[config.mk]
export PLATFORM = sky130hd
export DESIGN_NAME = parqueo_ctrl
export DESIGN_NICKNAME = d
export VERILOG_FILES = /design/src/rtl/parqueo_ctrl.sv
export SDC_FILE = /design/constraint.sdc
export NUM_CORES = 1
export LEC_CHECK = 0
export BUFFER_PORTS_ARGS = -buffer_cell sky130_fd_sc_hd__buf_2
export CAP_MARGIN = 20
export CORE_MARGIN = 1
export CORE_UTILIZATION = 60
export DETAILED_ROUTE_END_ITERATION = 10
export GPL_TIMING_DRIVEN = 0
export PLACE_DENSITY = 0.81
export SYNTH_ARGS = -nofsm -noshare
export SYNTH_HDL_FRONTEND = slang
export SYNTH_SLANG_ARGS = --single-unit
export TNS_END_PERCENT = 50
[constraint.sdc]
create_clock -name clk -period 3.8 [get_ports clk]
set_input_delay 0.38 -clock clk [delete_from_list [all_inputs] [get_ports clk]]
set_output_delay 0.38 -clock clk [all_outputs]
set_load 0.05 [all_outputs]
[src/rtl/parqueo_ctrl.sv]
// -----------------------------------------------------------------------------
// parqueo_ctrl
//
// Purpose:
//   Parking-lot controller for N_SPOTS spaces. It debounces the raw spot
//   sensors, keeps a registered count of free spots with allfree/full flags,
//   and runs the entry-gate state machine with a request/pass handshake.
//
// Parameters:
//   N_SPOTS    number of spots/sensors (>=2)
//   DB_CYCLES  consecutive stable cycles needed to accept a sensor change (>=1)
//   GATE_TO    cycles the gate stays open waiting for car_pass (>=2)
//   CW         width of free_cnt, $clog2(N_SPOTS+1)
//
// Ports:
//   clk        system clock, rising edge
//   rst        synchronous reset, active-high
//   p          raw sensors, 1 = spot occupied, bit i = spot i
//   car_req    car waiting at entry (level)
//   car_pass   car crossing gate beam (level)
//   free_cnt   debounced number of free spots
//   allfree    free_cnt == N_SPOTS
//   full       free_cnt == 0
//   gate_open  barrier open command
//   grant      1-cycle pulse, entry accepted
//   deny       1-cycle pulse, entry refused because the lot is full
//   pair_free  two adjacent spots free (only with PARQUEO_PAIR_EN, else 0)
//
// Configuration macro:
//   PARQUEO_PAIR_EN  enables the adjacent-free-pair detector on pair_free.
// -----------------------------------------------------------------------------
module parqueo_ctrl #(
  parameter int N_SPOTS   = 4,
  parameter int DB_CYCLES = 8,
  parameter int GATE_TO   = 64,
  localparam int CW       = $clog2(N_SPOTS + 1)
) (
  input  logic               clk,
  input  logic               rst,
  input  logic [N_SPOTS-1:0] p,
  input  logic               car_req,
  input  logic               car_pass,
  output logic [CW-1:0]      free_cnt,
  output logic               allfree,
  output logic               full,
  output logic               gate_open,
  output logic               grant,
  output logic               deny,
  output logic               pair_free
);

  localparam int DBW = (DB_CYCLES > 1) ? $clog2(DB_CYCLES) : 1;
  localparam int TW  = (GATE_TO > 1) ? $clog2(GATE_TO) : 1;
  localparam logic [DBW-1:0] DB_LAST = DBW'(DB_CYCLES - 1);
  localparam logic [TW-1:0]  TO_LOAD = TW'(GATE_TO - 1);

  typedef enum logic [1:0] {
    IDLE = 2'd0,
    OPEN = 2'd1,
    PASS = 2'd2
  } gate_state_t;

  logic [N_SPOTS-1:0] s;
  logic [DBW-1:0]     db_cnt [N_SPOTS];
  logic [CW-1:0]      free_next;
  gate_state_t        state;
  logic [TW-1:0]      timer;
  logic               deny_lock;

  // Per-spot debounce: a sensor that disagrees with its accepted state must
  // keep disagreeing for DB_CYCLES consecutive edges before the accepted
  // state follows it. Any agreeing cycle restarts the count, so short
  // glitches never reach s.
  always_ff @(posedge clk) begin
    if (rst) begin
      s <= '0;
      for (int i = 0; i < N_SPOTS; i++) begin
        db_cnt[i] <= '0;
      end
    end else begin
      for (int i = 0; i < N_SPOTS; i++) begin
        if (p[i] != s[i]) begin
          if (db_cnt[i] == DB_LAST) begin
            s[i]      <= p[i];
            db_cnt[i] <= '0;
          end else begin
            db_cnt[i] <= db_cnt[i] + DBW'(1);
          end
        end else begin
          db_cnt[i] <= '0;
        end
      end
    end
  end

  // Number of free spots in the debounced state (popcount of ~s).
  always_comb begin
    free_next = '0;
    for (int i = 0; i < N_SPOTS; i++) begin
      free_next = free_next + CW'(!s[i]);
    end
  end

  // Count and flags are registered from the same value, so allfree and full
  // always agree with the free_cnt shown on the same cycle.
  always_ff @(posedge clk) begin
    if (rst) begin
      free_cnt <= CW'(N_SPOTS);
      allfree  <= 1'b1;
      full     <= 1'b0;
    end else begin
      free_cnt <= free_next;
      allfree  <= (free_next == CW'(N_SPOTS));
      full     <= (free_next == '0);
    end
  end

`ifdef PARQUEO_PAIR_EN
  logic pair_next;

  // Adjacent free pair detector; spot 0 and the last spot are not
  // neighbours, so there is no wrap-around term.
  always_comb begin
    pair_next = 1'b0;
    for (int i = 0; i < N_SPOTS - 1; i++) begin
      pair_next = pair_next | (!s[i] & !s[i+1]);
    end
  end

  // Registered alongside free_cnt so both views of the lot update together.
  always_ff @(posedge clk) begin
    if (rst) begin
      pair_free <= 1'b0;
    end else begin
      pair_free <= pair_next;
    end
  end
`else
  assign pair_free = 1'b0;
`endif

  // Entry gate FSM. grant/deny default low so they are single-cycle pulses.
  // deny_lock makes refusals edge-qualified: once a waiting car is denied it
  // is not denied again until car_req has dropped for at least one cycle.
  // full is the registered flag, i.e. the lot state on the cycle the request
  // is taken. In OPEN, car_pass is tested before the timeout so a car arriving
  // on the final cycle still gets through.
  always_ff @(posedge clk) begin
    if (rst) begin
      state     <= IDLE;
      gate_open <= 1'b0;
      grant     <= 1'b0;
      deny      <= 1'b0;
      timer     <= '0;
      deny_lock <= 1'b0;
    end else begin
      grant <= 1'b0;
      deny  <= 1'b0;
      if (!car_req) begin
        deny_lock <= 1'b0;
      end
      case (state)
        IDLE: begin
          if (car_req) begin
            if (full) begin
              if (!deny_lock) begin
                deny      <= 1'b1;
                deny_lock <= 1'b1;
              end
            end else begin
              grant     <= 1'b1;
              gate_open <= 1'b1;
              timer     <= TO_LOAD;
              state     <= OPEN;
            end
          end
        end
        OPEN: begin
          if (car_pass) begin
            state <= PASS;
          end else if (timer == '0) begin
            gate_open <= 1'b0;
            state     <= IDLE;
          end else begin
            timer <= timer - TW'(1);
          end
        end
        PASS: begin
          if (!car_pass) begin
            gate_open <= 1'b0;
            state     <= IDLE;
          end
        end
        default: begin
          gate_open <= 1'b0;
          state     <= IDLE;
        end
      endcase
    end
  end

endmodule

Word level (Yosys, flattened, before mapping)

Memory sizes are Yosys's and may differ from the RTL's.
Index checks and enable logic that the tools add are counted.

Register bits: 21
Bits in latches: 0
RAM bits: 12
ROM bits: 0
Bits of input ports: 8
Output and inout port bits: 9
Logic and storage cells: 154
Memories: 1

Memory list:

| memory | words | bits a word | read ports | clocked after Yosys merged registers in | wr ports | line | source |
|---|---|---|---|---|---|---|---|
| db_cnt | 4     | 3           | 4          | 0                                       | 4        | 64   | `logic [DBW-1:0] db_cnt [N_SPOTS];` |

Add/sub/neg operators: 8
$mul: 0
Div/mod/pow operators: 0
Order comparisons: 0
Eq/ne operators: 18
Shift-type cells: 0
Muxes and demuxes: 82
Bitwise gates (word level): 15
Reduce and logical (&&, ||, !) cells: 17

Operators by type and width:

| kind                | count |
|---|---|
| $mux 1              | 58 |
| $mux 3              | 12 |
| $mux 6              | 4 |
| $eq 3x3->1 const B  | 5 |
| $add 3x1->3 const B | 4 |
| $ne 2x2->1 const B  | 6 |
| $or 1x1->1          | 12 |
| $pmux 6 s2          | 1 |
| $mux 2              | 5 |
| $reduce_and 5->1    | 2 |
| $reduce_and 2->1    | 4 |
| $logic_not 6->1     | 1 |
| $pmux 2 s3          | 1 |
| $sub 6x1->6 const B | 1 |
| $logic_not 1->1     | 4 |
| $ne 1x1->1          | 4 |
| $reduce_and 4->1    | 1 |
| $reduce_or 4->1     | 1 |
| $add 2x1->3         | 1 |
| $add 3x1->3         | 1 |
| $logic_not 3->1     | 1 |
| $ne 3x3->1 const B  | 1 |
| $not 1->1           | 3 |
| $pmux 1 s3          | 1 |
| 6 further kinds     | 6 |

Logic depth before layout (Yosys ltp)

Gate-level depths: netlist of the first run.
An unclocked memory read counts as a cell.

Depth in word-level cells: 9
Depth in mapped cells: 6
Gate-level depth less buffers: 6

Least setup slack after synthesis of the first run

Ideal clock, no wire load.

Path type: reg-to-reg
From: register s[0]
To: register full
Setup time: 78 ps
Arrival: 1603 ps
Data required time: 3722 ps
Slack: 2120 ps
Stages on the path, launching flop included: 7
Path buffers: 0
Clock period less this slack: 1680 ps
Path through: dfxtp_1 -> fa_1 -> inv_1 -> ha_1 -> ha_1 -> or2_2 -> nor3_1

Longest elaborated chain between the ends: 5

Ends and longest elaborated chain:

| what                             | line | source |
|---|---|---|
| start: declaration               | 63   | `logic [N_SPOTS-1:0] s;` |
| start signal: indexed assignment | 84   | `s[i] <= p[i];` |
| $logic_not 1->1                  | 100  | `free_next = free_next + CW'(!s[i]);` |
| $add 1x1->2                      | 100  |  |
| $add 2x1->3                      | 100  |  |
| $add 3x1->3                      | 100  |  |
| net free_next[2]                 | 65   | `logic [CW-1:0] free_next;` |
| $logic_not 3->1                  | 114  | `full <= (free_next == '0);` |
| end signal: assignment           | 114  |  |
| end: declaration                 | 45   | `output logic full,` |

The timed path passes the listed nets, and every way through them passes these cells.
A chain may end at the register's enable or synchronous reset.

Final worst setup path of the first run

Same ends and word-level chain as after synthesis.

==> flow_summary.toml, run 1 <==
[outcome]
status = "finished clean"

[critical_path]
crit_chain = "fa_1 -> inv_1 -> ha_1 -> ha_1 -> or2_2 -> nor3_1"
worstSetupPathDepth = 6
crit_family = "adder cells"
reg2reg_depth = 6
path_class = "flop to flop"
slowest_delay_ns = 0.54
cp_num_buf_inv = 1
cpMostUsedCell = "ha_1"
required_ns = 4.05
slowest_stage = "fa_1"
worstPathMaxFanout = 3
crit_arrival_ns = 2.08
crit_path_start_kind = "flop"
worstSetupEndpointType = "flop"

[grt]
gr-usage-met3_pct = 6.03
grt.total_usage_pct = 22.6
antenna_found_initial = 0
grt_first_pass_wirelength_um = 4390
top_usage_layer = "met2"
grt_pass1_vias = 1078
grt-ovfl-total = 0
met2_usage_pct = 39.0
grt_max_degree = 11
use_met1_pct = 24.1

[logic_synthesis]
synthAdderAreaFrac_pct = 10.8
synthMuxAreaShare_pct = 2.53
post-synth-top-count-cell = "dfxtp_1"
synth_async_sr_flop_share_pct = 0
synthFlopType = "dfxtp_1"
netlist_area_um2 = 1580
postSynthAreaPerCell_um2 = 10.8
synth_top_family_by_area = "simple AND/OR/NAND/NOR gates"
synthXorXnorAreaFrac_pct = 2.77
netlist_top_cells_count = "dfxtp_1, edfxtp_1, ha_1, nor2_1, nor3_1"
synth_compound_area_share_pct = 9.74
synth_top_area_cell = "dfxtp_1"
yosysSeqAreaShare_pct = 49.4
yosys_warnings = 0
synth_edf_count = 12
synth_area_leaders = "dfxtp_1, edfxtp_1, ha_1"
netlist_instances = 147
synth-seq-cells = 33
yosys.area_share.simple_pct = 20.0
synth_cell_types = 36
yosysTopAreaCellShare_pct = 26.6

[placed_design]
place_congestion = 0.753
io_buffers = 14
dp.cells = 202
dpl.hpwl_um = 2100

[final_layout]
diodes = 0
syn_to_final_growth_pct = 12.5
drive_gt1_share_pct = 14.4
layout.cells.non_filler = 210
fin_nets = 200

[route]
viasPerCell = 5.54
wl_per_cell_um = 13.3
drtIter0Drc = 11
ant_nets = 0
vias = 1164
route.detailed.drc = 0
firstDrtPassIters = 4
wl_um = 2790

[floorplanning]
die_x_um = 53.3
fp.coreArea_um2 = 2480
dieArea_um2 = 2840
rows = 18
initial_core_util_pct = 63.8
fp.dieH_um = 53.3
ios = 17

[clock_network]
cts_root_buf = "clkbuf_4"
insertion_delay_ns = 0.33
cts_num_sinks = 33
clk_pin_slew_ns = 0.10
postCtsSetupBuffers = 0
h-tree-depth = 2
cts_tree = "built"
max-clock-path-buffers = 2
hold_buffers = 0
ctsResizeCount = 0
cts_made_buffers = 5

[sta]
final.min_clock_period_ns = 1.84
setup_tns_ns = 0
finalCritPeriodShare_pct = 48.4
rsz0062_at_grt = "false"
hold_ws_ns = 0.312
fmaxAchievable_ghz = 0.544
hold_viol = 0
timing_worst_slew_pin_value_ns = 0.500
report.final.slew_viol_count = 0
maxSlewHeadroom_pct = 66.6
setup_violations = 0
finClkSkew_ns = 0.0101

[pwr]
p_switching_w = 0.000232
p_leak_nw = 0.733
power_frac_seq_pct = 54.2
clkPwrFrac_pct = 23.6
switching_share_pct = 30.2
power_w = 0.000768
peakVddDrop_uv = 317
power_density_nw_per_um2 = 432
p_int_w = 0.000536
comb_power_share_pct = 22.2

[flow_run]
max_cap_viol_count = 0

[hold_path]
min_path_cells = 3
hold_path.class = "primary input to flop"
## layout by cell type (no fill, tap or decap), types with 7 or more instances in the layout
master / synthesis / final
dfxtp_1: 21 / 21
buf_2: 0 / 14
conb_1: 2 / 13
nor2_1: 12 / 12
ha_1: 12 / 12
edfxtp_1: 12 / 12
nor3_1: 10 / 10
and2_1: 8 / 8
inv_1: 7 / 7
## layer usage
| metal | vias up | part of all wire [%] |
|---|---|---|
| li1 | 577 | - |
| met5 | - | 0 |
| met1 | 549 | 42 |
| met4 | 0 | 1.8 |
| met3 | 6 | 3.8 |
| met2 | 32 | 52 |
## power by group through the flow
stage | sequential, W | clock [W] | combinational, W
final | 0.000416 | 0.000182 | 0.000171
after global routing | 0.000420 | 0.000194 | 0.000190
after CTS | 0.000415 | 0.000185 | 0.000171
after detailed placement | 0.000424 | 0 | 0.000169
after floorplan | 0.000438 | 0 | 0.000116
after global placement | 0.000422 | 0 | 0.000161
## worst paths after layout
check | startpoint | to | slack (ns)
worst max-delay path | s[0] | full | 1.96
worst min-delay path | p[0] | s[0] | 0.31
worst max register to register | s[0] | full | 1.96
worst min register to register | deny_lock | deny | 0.45
## final cells by class
cell class                 count  area [µm²]
sequential                    33         781
multi-input combinational    112         773
fill                         213         699
timing repair buffer          14        70.1
clock buffer                   7        45.0
buffer                         6        41.3
tap                           30        37.5
inverter                       7        26.3
clock inverter                 1        3.75
## registers in the layout (all words and copies together), names as in the netlist
name,cells
timer,6
free_cnt,3
db_cnt,12
deny_lock,1
grant,1
state,2
full,1
deny,1
s,4
gate_open,1
allfree,1
## logic make-up (layout without fill, tap and decap cells)
kind of cell | after synthesis | count (layout)
mux | 4 | 4
flops | 33 | 33
xor+xnor | 5 | 5
other cells | 2 | 13
simple gates | 54 | 54
buf+inv | 13 | 35
compound gates | 23 | 23
fa+ha+maj | 13 | 13
## tightest hold or removal path: cells and delay by family
kind / cells / cell delay (ns)
simple gates: 1 / 0.07
mux: 1 / 0.06
buf+inv: 1 / 0.09
## through the flow
step / cell area, µm² / setup slack [ns] / utilization (%)
after global routing: 1780 / 1.88 / 71.8
after detailed placement: 1730 / 1.98 / 69.8
after CTS: 1780 / 1.95 / 71.8
after floorplan: 1620 / 2.12 / -
final: 1780 / 1.96 / 71.8
after global placement: 1730 / 2.07 / 69.8
(Power assumes the default switching activity.)
==> run 2: changes to the inputs <==
--- a/config.mk
+++ b/config.mk
@@ -8,10 +8,10 @@
 export BUFFER_PORTS_ARGS = -buffer_cell sky130_fd_sc_hd__buf_2
 export CAP_MARGIN = 20
 export CORE_MARGIN = 1
-export CORE_UTILIZATION = 60
+export CORE_UTILIZATION = 57
 export DETAILED_ROUTE_END_ITERATION = 10
 export GPL_TIMING_DRIVEN = 0
-export PLACE_DENSITY = 0.81
+export PLACE_DENSITY = 0.78
 export SYNTH_ARGS = -nofsm -noshare
 export SYNTH_HDL_FRONTEND = slang
 export SYNTH_SLANG_ARGS = --single-unit
==> constraint.sdc (replaced) <==
create_clock -name clk -period 1.75 [get_ports clk]
set_input_delay 0.175 -clock clk [delete_from_list [all_inputs] [get_ports clk]]
set_output_delay 0.175 -clock clk [all_outputs]
set_load 0.05 [all_outputs]
==> flow_summary.toml, run 2 (synthesis results as in run 1) <==
[placed_design]
dpl_worst_slack_ns = -0.0107
dp.cells = 202
dpl.hpwl_um = 2010
place_congestion = 0.768
io_buffers = 14

[grt]
grt.total_usage_pct = 21.4
grt_pass1_vias = 997
grt_first_pass_wirelength_um = 4290
grt-ovfl-total = 0
antenna_found_initial = 0
grt_max_degree = 11

[critical_path]
slowest_stage = "fa_1"
crit_family = "adder cells"
path_class = "flop to flop"
crit_arrival_ns = 1.98
required_ns = 2.02
cpMostUsedCell = "ha_4"
worstSetupEndpointType = "flop"
worstPathMaxFanout = 2
slowest_delay_ns = 0.54
crit_path_start_kind = "flop"
crit_chain = "fa_1 -> inv_2 -> ha_4 -> ha_4 -> or2_4 -> nor3_2"
cp_num_buf_inv = 1

[flow_run]
max_cap_viol_count = 0

[final_layout]
syn_to_final_growth_pct = 18.3
largest_reg_flops = 12
fin_nets = 202
drive_gt1_share_pct = 19.8
num-fill-cells = 200
final_cell_mix = "dfxtp_1, buf_2, conb_1"
largest-register = "db_cnt"
final_common_cell = "dfxtp_1"
diodes = 0
largest_registers = "db_cnt: 12 flops, timer: 6 flops, s: 4 flops"
layout.cells.non_filler = 212

[clock_network]
clk_pin_slew_ns = 0.10
cts_num_sinks = 33
insertion_delay_ns = 0.33
hold_buffers = 0
h-tree-depth = 2
cts_made_buffers = 5
cts_root_buf = "clkbuf_4"
cts_tree = "built"
max-clock-path-buffers = 2

[sta]
report.final.slew_viol_count = 0
finClkSkew_ns = 0.00813
hold_ws_ns = 0.100
final.min_clock_period_ns = 1.71
setup_violations = 0
finalCritPeriodShare_pct = 97.5
hold_viol = 0
setup_tns_ns = 0
fin_ws_ns = 0.0432
fmaxAchievable_ghz = 0.586

[hold_path]
hold_path.class = "primary input to flop"

[route]
firstDrtPassIters = 4
vias = 1144
ant_nets = 0
wl_per_cell_um = 12.6
drtIter0Drc = 7
wl_um = 2670
route.detailed.drc = 0
viasPerCell = 5.40

[floorplanning]
die_x_um = 54.7
fp.dieH_um = 54.7
dieArea_um2 = 2990
fp.coreArea_um2 = 2540
ios = 17
rows = 18
initial_core_util_pct = 62.1

[pwr]
p_leak_nw = 0.768
power_density_nw_per_um2 = 1000
peakVddDrop_uv = 820

[outcome]
status = "finished clean"
run 2: changes by cell type in the layout (fill, tap and decap cells not counted), sizes merged:
cell	change
buf	+2
bufinv	+1
clkinv	-1
run 2: routing by layer:
metal	vias to the layer above	routed length [µm]	track usage, %
li1	580	-	-
met1	534	1230	24.9
met2	23	1270	33.5
met3	7	111	9.44
met4	0	60	9.83
met5	-	0	0
run 2: where the power goes:
group          internal [W]  leakage (nW)  switching [W]  total [W]
combinational      0.000160         0.425       0.000220   0.000380
clock              0.000341        0.0455       0.000247   0.000588
sequential         0.000856         0.297      0.0000455   0.000902
run 2: layout make-up:
cell class              instances  area [µm²]  share of cell area (%)
multi-input cells             112         806                    43.1
flip-flops and latches         33         788                    42.2
well taps                      30        37.5                    2.01
clock inverters                 1        30.0                    1.61
plain buffers                   6        41.3                    2.21
inverters                       7        26.3                    1.41
clock buffers                   7        55.1                    2.95
repair buffers                 16        85.1                    4.55
run 2: path summary, 6_finish.rpt:
| check | start | to | slack (ns) | cells past startpoint |
|---|---|---|---|---|
| min reg2reg | deny_lock | deny | 0.42 | 1 |
| max reg2reg | s[3] | full | 0.04 | 6 |
| min | p[3] | s[3] | 0.10 | 3 |
| max | s[3] | full | 0.04 | 6 |
run 2: stage by stage:
step | cell area [µm²] | utilization (%) | total power (W)
finish | 1870 | 73.5 | 0.00187
global route | 1870 | 73.5 | 0.00198
CTS | 1830 | 71.9 | 0.00187
detailed placement | 1730 | 67.9 | 0.00129
global placement | 1730 | 67.9 | 0.00127
floorplan | 1620 | - | 0.00120
run 2: worst register-to-register path, delay by kind of cell (launching register included):
kind | cells | cell delay, ns
fa+ha+maj | 3 | 0.84
simple gates | 2 | 0.39
buf+inv | 1 | 0.05
flops | 1 | 0.36
run 2: timing repair:
action                     4_1_cts  5_1_grt
gates cloned                     0        0
setup buffers                    1        1
setup endpoints to repair        2        3
resized for setup                3        7
hold endpoints to repair         0        0
pin swaps                        0        3
